$ cat src/rtl/cook_sequencer.sv
// Multi-stage cooking program controller: stores programmed stages, loads each
// stage time into the countdown timer digit by digit, and duty-cycles the magnetron.
`timescale 1ns/1ps
module cook_sequencer #(
  parameter int STAGES     = 4,
  parameter int PWM_PERIOD = 10
) (
  input  logic                      clock,
  input  logic                      resetn,
  input  logic                      prog_we,
  input  logic [$clog2(STAGES)-1:0] prog_addr,
  input  logic [3:0]                prog_mins,
  input  logic [3:0]                prog_tens,
  input  logic [3:0]                prog_ones,
  input  logic [3:0]                prog_power,
  input  logic [$clog2(STAGES):0]   prog_len,
  input  logic                      start,
  input  logic                      abort,
  input  logic                      door_closed,
  input  logic                      timer_zero,
  output logic [3:0]                timer_number,
  output logic                      timer_loadn,
  output logic                      timer_clearn,
  output logic                      timer_enable,
  output logic                      mag_on,
  output logic                      busy,
  output logic                      paused,
  output logic [$clog2(STAGES)-1:0] stage,
  output logic                      done
);

  localparam int AW = $clog2(STAGES);
  localparam int LW = AW + 1;
  localparam int PW = (PWM_PERIOD > 1) ? $clog2(PWM_PERIOD) : 1;
  localparam logic [LW-1:0] STAGES_L = LW'(STAGES);
  localparam logic [PW-1:0] PWM_LAST = PW'(PWM_PERIOD - 1);

  typedef enum logic [3:0] {
    IDLE, CLEAR, LOAD_M, LOAD_T, LOAD_O, RUN, PAUSE, NEXT, DONE
  } state_t;

  state_t state, state_next;
  logic [3:0]    slot_mins  [STAGES];
  logic [3:0]    slot_tens  [STAGES];
  logic [3:0]    slot_ones  [STAGES];
  logic [3:0]    slot_power [STAGES];
  logic [LW-1:0] len;
  logic [PW-1:0] pwm_cnt;
  logic [3:0]    number_next;
  logic          abort_exit;
  logic          cur_zero;
  logic          last_stage;

  function automatic logic [3:0] clamp_digit(input logic [3:0] d, input logic [3:0] lim);
    return (d > lim) ? lim : d;
  endfunction

  function automatic logic [3:0] clamp_power(input logic [3:0] p);
    return (p > 4'd10) ? 4'd10 : p;
  endfunction

  assign cur_zero   = (slot_mins[stage] | slot_tens[stage] | slot_ones[stage]) == 4'd0;
  assign last_stage = {1'b0, stage} == (len - LW'(1));
  // Door gating is combinational so the magnetron drops in the same cycle the door opens
  assign mag_on     = door_closed && (state == RUN) && (32'(pwm_cnt) < 32'(slot_power[stage]));

  always_comb begin
    state_next = state;
    abort_exit = 1'b0;
    if (abort && (state != IDLE)) begin
      state_next = IDLE;
      abort_exit = 1'b1;
    end else begin
      case (state)
        IDLE:    if (start && door_closed && (prog_len != '0)) state_next = CLEAR;
        CLEAR:   state_next = LOAD_M;
        LOAD_M:  state_next = LOAD_T;
        LOAD_T:  state_next = LOAD_O;
        LOAD_O:  state_next = cur_zero ? NEXT : RUN;
        RUN: begin
          if (!door_closed)    state_next = PAUSE;
          else if (timer_zero) state_next = NEXT;
        end
        PAUSE:   if (start && door_closed) state_next = RUN;
        NEXT:    state_next = last_stage ? DONE : CLEAR;
        DONE:    state_next = IDLE;
        default: state_next = IDLE;
      endcase
    end
  end

  always_comb begin
    number_next = 4'd0;
    case (state_next)
      LOAD_M:  number_next = clamp_digit(slot_mins[stage], 4'd9);
      LOAD_T:  number_next = clamp_digit(slot_tens[stage], 4'd5);
      LOAD_O:  number_next = clamp_digit(slot_ones[stage], 4'd9);
      default: number_next = 4'd0;
    endcase
  end

  // Outputs are registered from the next state so they line up with the state register
  always_ff @(posedge clock or negedge resetn) begin
    if (!resetn) begin
      state        <= IDLE;
      timer_number <= 4'd0;
      timer_loadn  <= 1'b1;
      timer_clearn <= 1'b1;
      timer_enable <= 1'b0;
      busy         <= 1'b0;
      paused       <= 1'b0;
      done         <= 1'b0;
      stage        <= '0;
      len          <= '0;
      pwm_cnt      <= '0;
    end else begin
      state        <= state_next;
      timer_number <= number_next;
      timer_loadn  <= !(state_next inside {LOAD_M, LOAD_T, LOAD_O});
      timer_clearn <= !((state_next == CLEAR) || abort_exit);
      timer_enable <= (state_next == RUN);
      busy         <= (state_next != IDLE);
      paused       <= (state_next == PAUSE);
      done         <= (state_next == DONE);
      if (state_next == IDLE) begin
        stage <= '0;
      end else if ((state == IDLE) && (state_next == CLEAR)) begin
        stage <= '0;
        len   <= (prog_len > STAGES_L) ? STAGES_L : prog_len;
      end else if ((state == NEXT) && (state_next == CLEAR)) begin
        stage <= stage + AW'(1);
      end
      // PWM phase counts RUN cycles; PAUSE holds it so resuming keeps the duty phase
      if (state == LOAD_O) begin
        pwm_cnt <= '0;
      end else if (state == RUN) begin
        pwm_cnt <= (pwm_cnt == PWM_LAST) ? '0 : pwm_cnt + PW'(1);
      end
    end
  end

  always_ff @(posedge clock or negedge resetn) begin
    if (!resetn) begin
      for (int i = 0; i < STAGES; i++) begin
        slot_mins[i]  <= 4'd0;
        slot_tens[i]  <= 4'd0;
        slot_ones[i]  <= 4'd0;
        slot_power[i] <= 4'd0;
      end
    end else if (prog_we && (state == IDLE)) begin
      slot_mins[prog_addr]  <= prog_mins;
      slot_tens[prog_addr]  <= prog_tens;
      slot_ones[prog_addr]  <= prog_ones;
      slot_power[prog_addr] <= clamp_power(prog_power);
    end
  end

endmodule

$ cat config.mk
export PLATFORM = sky130hd
export DESIGN_NAME = cook_sequencer
export DESIGN_NICKNAME = d
export VERILOG_FILES = /design/src/rtl/cook_sequencer.sv
export SDC_FILE = /design/constraint.sdc
export NUM_CORES = 1
export LEC_CHECK = 0
export ABC_AREA = 1
export CAP_MARGIN = 10
export CORE_UTILIZATION = 30
export CTS_CLUSTER_DIAMETER = 100
export CTS_CLUSTER_SIZE = 16
export DETAILED_ROUTE_END_ITERATION = 12
export GPL_ROUTABILITY_DRIVEN = 0
export PLACE_DENSITY_LB_ADDON = 0.12
export SYNTH_ARGS = -nofsm -noshare
export SYNTH_HDL_FRONTEND = slang
export SYNTH_SLANG_ARGS = --single-unit
$ cat constraint.sdc
create_clock -name clock -period 4.4 [get_ports clock]
set_clock_uncertainty 0.2 [all_clocks]
set_input_delay 0.66 -clock clock [delete_from_list [all_inputs] [get_ports clock]]
set_output_delay 0.66 -clock clock [all_outputs]
set_load 0.01 [all_outputs]
Yosys cells after proc, flatten, opt, wreduce, memory -nomap -nowiden
Cells that the tools add are included.
{"block": "classes", "addsub": 3, "n_lt_le_gt_ge": 9, "n_eq_ne": 16, "n_mux": 39, "bitwise_logic": 5, "reduce_logical": 22}
{"op": "$mux W4", "count": 22}
{"op": "$bwmux W16", "count": 4}
{"op": "$bmux W4 S2", "count": 4}
{"op": "$pmux W4 S8", "count": 1}
{"op": "$eq A4 B3 Y1 const B", "count": 7}
{"op": "$eq A4 B2 Y1 const B", "count": 4}
{"op": "$gt A4 B4 Y1 const B", "count": 3}
{"op": "$logic_not A4 Y1", "count": 3}
{"op": "$pmux W4 S3", "count": 1}
{"op": "$logic_and A1 B1 Y1", "count": 9}
{"op": "$reduce_bool A3 Y1", "count": 3}
{"op": "$demux W4 S2", "count": 1}
{"op": "$eq A4 B1 Y1 const B", "count": 2}
{"op": "$eq A4 B4 Y1 const B", "count": 2}
{"op": "$mux W2", "count": 4}
{"op": "$or A4 B4 Y4", "count": 2}
{"op": "$reduce_bool A4 Y1", "count": 2}
{"op": "$ge A3 B3 Y1 const B", "count": 2}
{"op": "$not A2 Y3", "count": 2}
{"op": "$add A4 B1 Y4 const B", "count": 1}
{"op": "$gt A4 B3 Y1 const B", "count": 1}
{"op": "$lt A4 B4 Y1", "count": 1}
{"op": "$eq A2 B3 Y1", "count": 1}
{"op": "$gt A3 B3 Y1 const B", "count": 1}
{"op": "other kinds (10)", "count": 11}
{"block": "totals", "register_bits": 87, "input_bits": 28, "out_inout_bits": 13, "word_cells": 121}

Longest topological paths before layout
{"block": "depth", "depth_word": 15, "ltp_mapped": 15, "depth_no_buf": 14}

Least setup slack after synthesis
Ideal clock, no wire load.
{"block": "synth_path", "path_type": "reg2out", "start": "register stage[0]", "end": "output mag_on", "arrival_ps": 1917, "required_time_ps": 3540, "path_slack_ps": 1623, "stages_incl_launch_ff": 10, "path_buffers": 3, "path_cell_list": "dfrtp_1 > buf_6 > buf_6 > buf_2 > nand2_1 > a32o_1 > ha_1 > a21oi_1 > o21ai_0 > nor3_1"}
{"block": "synth_via", "elab_chain_len": 6}
{"element": "start: declaration", "line_no": "28", "text": "output logic [$clog2(STAGES)-1:0] stage,"}
{"element": "start signal: assignment", "line_no": "131", "text": "stage <= stage + AW'(1);"}
{"element": "$not A2 Y3 (implied by the code)", "line_no": "65", "text": "assign mag_on = door_closed && (state == RUN) && (32'(pwm_cnt) < 32'(slot_power[stage]));"}
{"element": "$bmux W4 S2", "line_no": "65"}
{"element": "$mux W4 (implied by the code) (2 in a row)", "line_no": "65"}
{"element": "$lt A4 B4 Y1", "line_no": "65"}
{"element": "$logic_and A1 B1 Y1", "line_no": "65"}
{"element": "end: declaration", "line_no": "25", "text": "output logic mag_on,"}
Every way passes these cells. The select of a mux whose other input is x is not followed.

Final worst setup path
Ends and elaborated chain as after synthesis.

==> flow_metrics.env <==
export IMPL_status="complete, no violations"
export IMPL_rsz0062_at_grt="no"
export IMPL_ys_ff_latch=87
export IMPL_clockRootBuffer="clkbuf_16"
export IMPL_die_h_um=123
export IMPL_required_ns=3.54
export IMPL_arrival_ns=2.71
export IMPL_final_instance_count_excl_fill=754
export IMPL_path_max_fanout=31
export IMPL_whs_ns=0.165
export IMPL_synth_most_common_cell="nand2_1"
export IMPL_synth_area_leaders="dfrtp_1, nand2_1, o21ai_0"
export IMPL_synthFlopType="dfrtp_1"
export IMPL_drv_slew=0
export IMPL_dp_slack_ns=1.17
export IMPL_drtIter0Drc=154
export IMPL_areaGrowthSynthToFinish_pct=18.1
export IMPL_synthesis_area_um2=4390
export IMPL_cts_tree="built"
export IMPL_cts_sinks=87
export IMPL_finalPower_mw=3.30
export IMPL_num_rows=43
export IMPL_avgViaCountPerCell=4.65
export IMPL_use_met3_pct=2.40
export IMPL_layout_setup_ws_ns=0.828
export IMPL_relSlewSlack_pct=43.2
export IMPL_ant_nets=0
export IMPL_start_util_pct=31.2
export IMPL_worstMarginPinSlew_ns=0.851
export IMPL_hp_class="in2async"
export IMPL_nNetsFinal=603
export IMPL_num_antenna_cells=0
export IMPL_grt_busiest_layer="met2"
export IMPL_clock_latency_ns=0.34
export IMPL_setup_violations_final=0
export IMPL_peakVddDrop_mv=0.201
export IMPL_synth_seq_area_share_pct=49.6
export IMPL_yosysTopAreaCell="dfrtp_1"
export IMPL_drc_errors=0
export IMPL_fmax_mhz=280
export IMPL_io_buffers=40
export IMPL_crit_path_start_kind="register"
export IMPL_drtPass1Iterations=4
export IMPL_fp_dieW_um=123
export IMPL_htreeDepth=3
export IMPL_grt_pass1_wl_um=17500
export IMPL_syn_inst=534
export IMPL_met1_usage_pct=20.4
export IMPL_yosys_top_cells_count="nand2_1, dfrtp_1, o21ai_0, inv_1, nand3_1"
export IMPL_finalCritPeriodShare_pct=81.2
export IMPL_yosysUniqueCellTypes=38
export IMPL_cap_violations=0
export IMPL_fillers=1442
export IMPL_vias=3508
export IMPL_dp_cells=738
export IMPL_setup_tns_final_ns=0
export IMPL_grt_overflow_total=0
export IMPL_synthesis_nets=568
export IMPL_placed_area_um2=4920
export IMPL_hold_viol=0
export IMPL_core_area_um2=14100
export IMPL_clk_pin_slew_worst_paths_ns=0.06
export IMPL_cts_buffer_depth=2
export IMPL_crit_type="reg2out"
export IMPL_p_leak_nw=2.47
export IMPL_final_area_um2=5180
export IMPL_powerDensity_nw_per_um2=637
export IMPL_yosysTopAreaCellShare_pct=48.4
export IMPL_finalCriticalPeriod_ns=3.57
export IMPL_cts_resized=0
export IMPL_global_route_usage_met2_pct=24.2
export IMPL_worstSetupEndpointType="output port"
export IMPL_pin_count=41
export IMPL_drt_wl_total_um=10400
export IMPL_routedWlPerCell_um=13.8
export IMPL_synth_edf_count=0
export IMPL_async_flop_share_pct=100
export IMPL_place_hpwl_um=7230
export IMPL_postCtsSetupRepairBufs=0
export IMPL_antenna_found_initial=0
export IMPL_dieArea_um2=15100
export IMPL_grt_usage_pct=15.2
export IMPL_grt_max_degree=59
export IMPL_grt_pass1_vias=3466
export IMPL_drive_above_1_share_pct=9.58
export IMPL_cts_hold_buffers=0
export IMPL_yosys_warnings=0
export IMPL_avgSynthCellArea_um2=8.22
export IMPL_final_core_util_pct=36.8
export IMPL_numCtsBuffers=9
[placed cells by master (no fill, tap or decap), drive strengths merged, types with 4 or more instances in the layout]
cell type,count
ha,6
nand3,50
a21oi,8
nand2,170
inv,53
nor2,32
o21ai,76
clkdlybuf4s50,39
clkinv,4
buf,6
dfrtp,85
clkbuf,13
nor3,9
[where the power goes]
part           total [mW]  switching [mW]  internal [mW]
clock network       0.700           0.302          0.398
logic                1.24           0.759          0.484
registers            1.36           0.208           1.15
[final timing paths]
path | from | end | slack, ns | depth (start not counted)
worst max-delay path | stage[0] | mag_on | 0.83 | 8
worst min-delay path | resetn | slot_power[6] | 0.16 | 1
worst max register to register | state[0] | slot_ones[11] | 2.09 | 6
worst min register to register | slot_power[9] | slot_power[9] | 0.28 | 2
max in group asynchronous | resetn | timer_loadn | 2.93 | 2
min in group clock | slot_power[9] | slot_power[9] | 0.28 | 2
[final cells by class]
cell class / instances / area, µm² / share of cell area, %
Multi-Input combinational cell: 372 / 1870 / 36.0
Tap cell: 180 / 225 / 4.34
Sequential cell: 87 / 2180 / 42.0
Inverter: 54 / 208 / 4.01
Clock buffer: 13 / 250 / 4.83
Clock inverter: 3 / 18.8 / 0.362
Timing Repair Buffer: 45 / 435 / 8.40
[state kept, by name, summed over array words and instances (netlist names), 2 cells and up]
name          flops
len               3
pwm_cnt           4
slot_mins        16
slot_ones        16
slot_power       16
slot_tens        16
stage             2
state             4
timer_number      4
[cell families after synthesis]
logic type	synth area share, %
buffers and inverters	7.83
AOI/OAI and AO/OA	11.3
DFF	49.6
and+or+nand+nor	28.2
xor gates and xnor gates	1.37
adders and majority gates	1.71
[critical path, stage by stage (launching register included)]
cell and delay, ns:
dfrtp_1 0.38, inv_2 0.37, nand2_1 0.11, a32o_1 0.25
ha_1 0.29, a21oi_1 0.13, o21ai_0 0.11, nor3_1 0.15
clkdlybuf4s50_1 0.56
[layer usage]
metal  share of wire (%)  routed length, µm
met1                  49               5130
met5                   0                  0
met2                  45               4660
met4                 1.8                187
met3                 4.3                448
(Power assumes the default switching activity.)
==> edit, RTL diff (same flow settings) <==
Make the reset (`resetn`) synchronous in 2 clocked blocks.
--- a/src/rtl/cook_sequencer.sv
+++ b/src/rtl/cook_sequencer.sv
@@ -101,5 +101,5 @@
 
   // Outputs are registered from the next state so they line up with the state register
-  always_ff @(posedge clock or negedge resetn) begin
+  always_ff @(posedge clock) begin
     if (!resetn) begin
       state        <= IDLE;
@@ -140,5 +140,5 @@
   end
 
-  always_ff @(posedge clock or negedge resetn) begin
+  always_ff @(posedge clock) begin
     if (!resetn) begin
       for (int i = 0; i < STAGES; i++) begin
Check against the original RTL: differs if resetn is asserted again (counterexample within 4 cycles, from zero or initial values and one cycle with resetn low); with resetn held inactive, the same outputs for 10 cycles.
==> edit against the original RTL <==
Area after synthesis fell by 2.7%. Routed wire length about the same. Sequential cell count grew 2. Hold slack improved by 0.10 ns. Count of clock-buffer cells in the layout fell by 2. Largest cell class unchanged. Worst setup slack got worse by 0.27 ns. Cell area fell by 1.2%. Global-route usage is 0.37 points higher. Critical endpoint unchanged.
Power is not compared: it rests on default switching activity, and its combinational part moved more than twofold at a synthesized area within 25%.
==> edit: results (changes against the original RTL) <==
Setup path
  – CP Max Fanout: 31 (unchanged)
  – Worst Path Arrival: 2.98 ns (+0.27 ns)
  – FF-to-FF Start: state[2]$_SDFF_PN0_
  – Crit Path Category: reg2out

GRT
  – First-pass GRT wire length: 17100 um (-2.2%)
  – Total track usage: 15.6% (+0.37 points)
  – Vias in the first global route: 3328 (-4.0%)
  – Largest net degree at the start of global routing: 32 (-46%)
  – Initial antenna violation count: 0 (unchanged)

STA
  – Worst-Margin Slew: 0.783 ns (-0.0681 ns)

Finish
  – Fillers: 1409 (-2.3%)
  – Final #Nets: 562 (-6.8%)
  – Ratio of cells with drive above 1 in the final layout: 10.5% (+0.89 points)
  – Ant diodes: 0 (unchanged)

Power and ir drop
  – P_leak: 2.11 nW
  – VDD IR-drop max: 171 uV

Clock network
  – H-tree Lvls: 3 (unchanged)
  – Root Buffer: clkbuf_16
  – Max Buffers Root-to-Sink: 2 (unchanged)
  – Post-CTS Setup Bufs: 0 (unchanged)
  – Num CTS Buffers: 9 (unchanged)
  – Post_cts resized: 0 (unchanged)
  – Worst skew pair latency: 0.35 ns

Placed design
  – Detailed Place HPWL: 7370 um (+1.9%)
  – Port bufs: 40 (unchanged)

Synth
  – Post-synth EDFFs: 64 (+64)
  – Top post-synthesis cells by count: 111 x nand2_1, 104 x nor2_1, 64 x edfxtp_1, 41 x inv_1, 35 x nand3_1
  – Asr flop ratio synth: 0% (-100 points)
  – Synth cell types: 36 (-5.3%)
  – Largest cells by area after synthesis: edfxtp_1 45%, dfxtp_1 12%, nand2_1 9.7%, nor2_1 9.1%, nand3_1 4.1%
  – Yosys warning count: 0 (unchanged)
  – Sequential share of the synthesized area: 56.7% (+7.0 points)
  – Syn_nets: 518 (-8.8%)
  – Top_reg_cell synth: edfxtp_1

Route
  – WL per Instance: 14.6 um (+5.5%)
  – DRC marker count from the first detailed-route iteration: 164 (+6.5%)
  – Drt pass-1 iters: 5 (+1)
  – Via-to-Cell Ratio: 4.63 (-0.47%)

Run status
  – Status: complete, no violations

Min path
  – Worst hold path class: reg2reg
  – HP Start: len[2]$_SDFFE_PN0P_
==> edit: cell count changes after synthesis, moves of 3 or more <==
| cell | before | now |
|---|---|---|
| a21oi_1 | 8 | 14 |
| buf_4 | 0 | 3 |
| buf_6 | 7 | 4 |
| clkbuf_1 | 10 | 5 |
| dfrtp_1 | 85 | 0 |
| dfxtp_1 | 0 | 25 |
| edfxtp_1 | 0 | 64 |
| inv_1 | 47 | 41 |
| nand2_1 | 158 | 111 |
| nand3_1 | 42 | 35 |
| nand4_1 | 3 | 8 |
| nor2_1 | 29 | 104 |
| o21ai_0 | 66 | 7 |
| o21ai_1 | 10 | 1 |
==> edit: area by class of cell <==
type                       instances  share of cell area, %
clock buffer                      11                   4.54
clock inverter                     5                  0.440
inverter                          49                   3.66
multi-input combinational        331                   30.4
sequential                        89                   47.3
tap                              180                   4.40
timing repair buffer              50                   9.28
==> edit: stage by stage <==
step           cell area (um^2)  util, %  cells  setup slack, ns
6_report                   5120     36.9    715            0.558
5_1_grt                    5120     36.9    715            0.294
4_1_cts                    5120     36.9    715            0.513
3_5_place_dp               4870     35.1    699            0.893
3_3_place_gp               4870     35.1    699            0.968
2_1_floorplan              4270        -    486             1.78
==> edit: power by group <==
part           switching, mW  total (mW)  leakage (nW)  internal [mW]
clock network          0.311       0.687         0.128          0.376
registers             0.0180       0.969         0.868          0.951
logic                  0.144       0.230          1.12         0.0854
total                  0.473        1.89          2.11           1.41
==> edit: worst paths after layout <==
check	endpoint	slack, ns	cells past startpoint
setup / recovery	mag_on	0.56	8
hold / removal	len[2]$_SDFFE_PN0P_	0.27	2
setup reg to reg	slot_mins[2][1]$_SDFFCE_PN0P_	1.72	10
hold reg to reg	len[2]$_SDFFE_PN0P_	0.27	2
==> edit: logic make-up after synthesis <==
| group | share of synthesized area, % |
|---|---|
| AOI/OAI and AO/OA | 4.54 |
| xor gates and xnor gates | 0.615 |
| buffers and inverters | 7.00 |
| and+or+nand+nor | 30.0 |
| DFF | 56.7 |
| adders and majority gates | 1.17 |
==> edit: worst max-delay path, cell delays in order, from the launching register on <==
cell and delay [ns]:
dfxtp_1 0.74, inv_4 0.28, nand2_1 0.13, a32o_1 0.17
ha_1 0.22, a21oi_1 0.18, o21ai_0 0.15, nor3_1 0.19
clkdlybuf4s50_1 0.57
==> edit: layer usage <==
metal  routed length [um]  track usage (%)
met4                  222             7.33
met1                 4790             19.4
met2                 4940             25.8
met5                    0                0
met3                  473             3.29
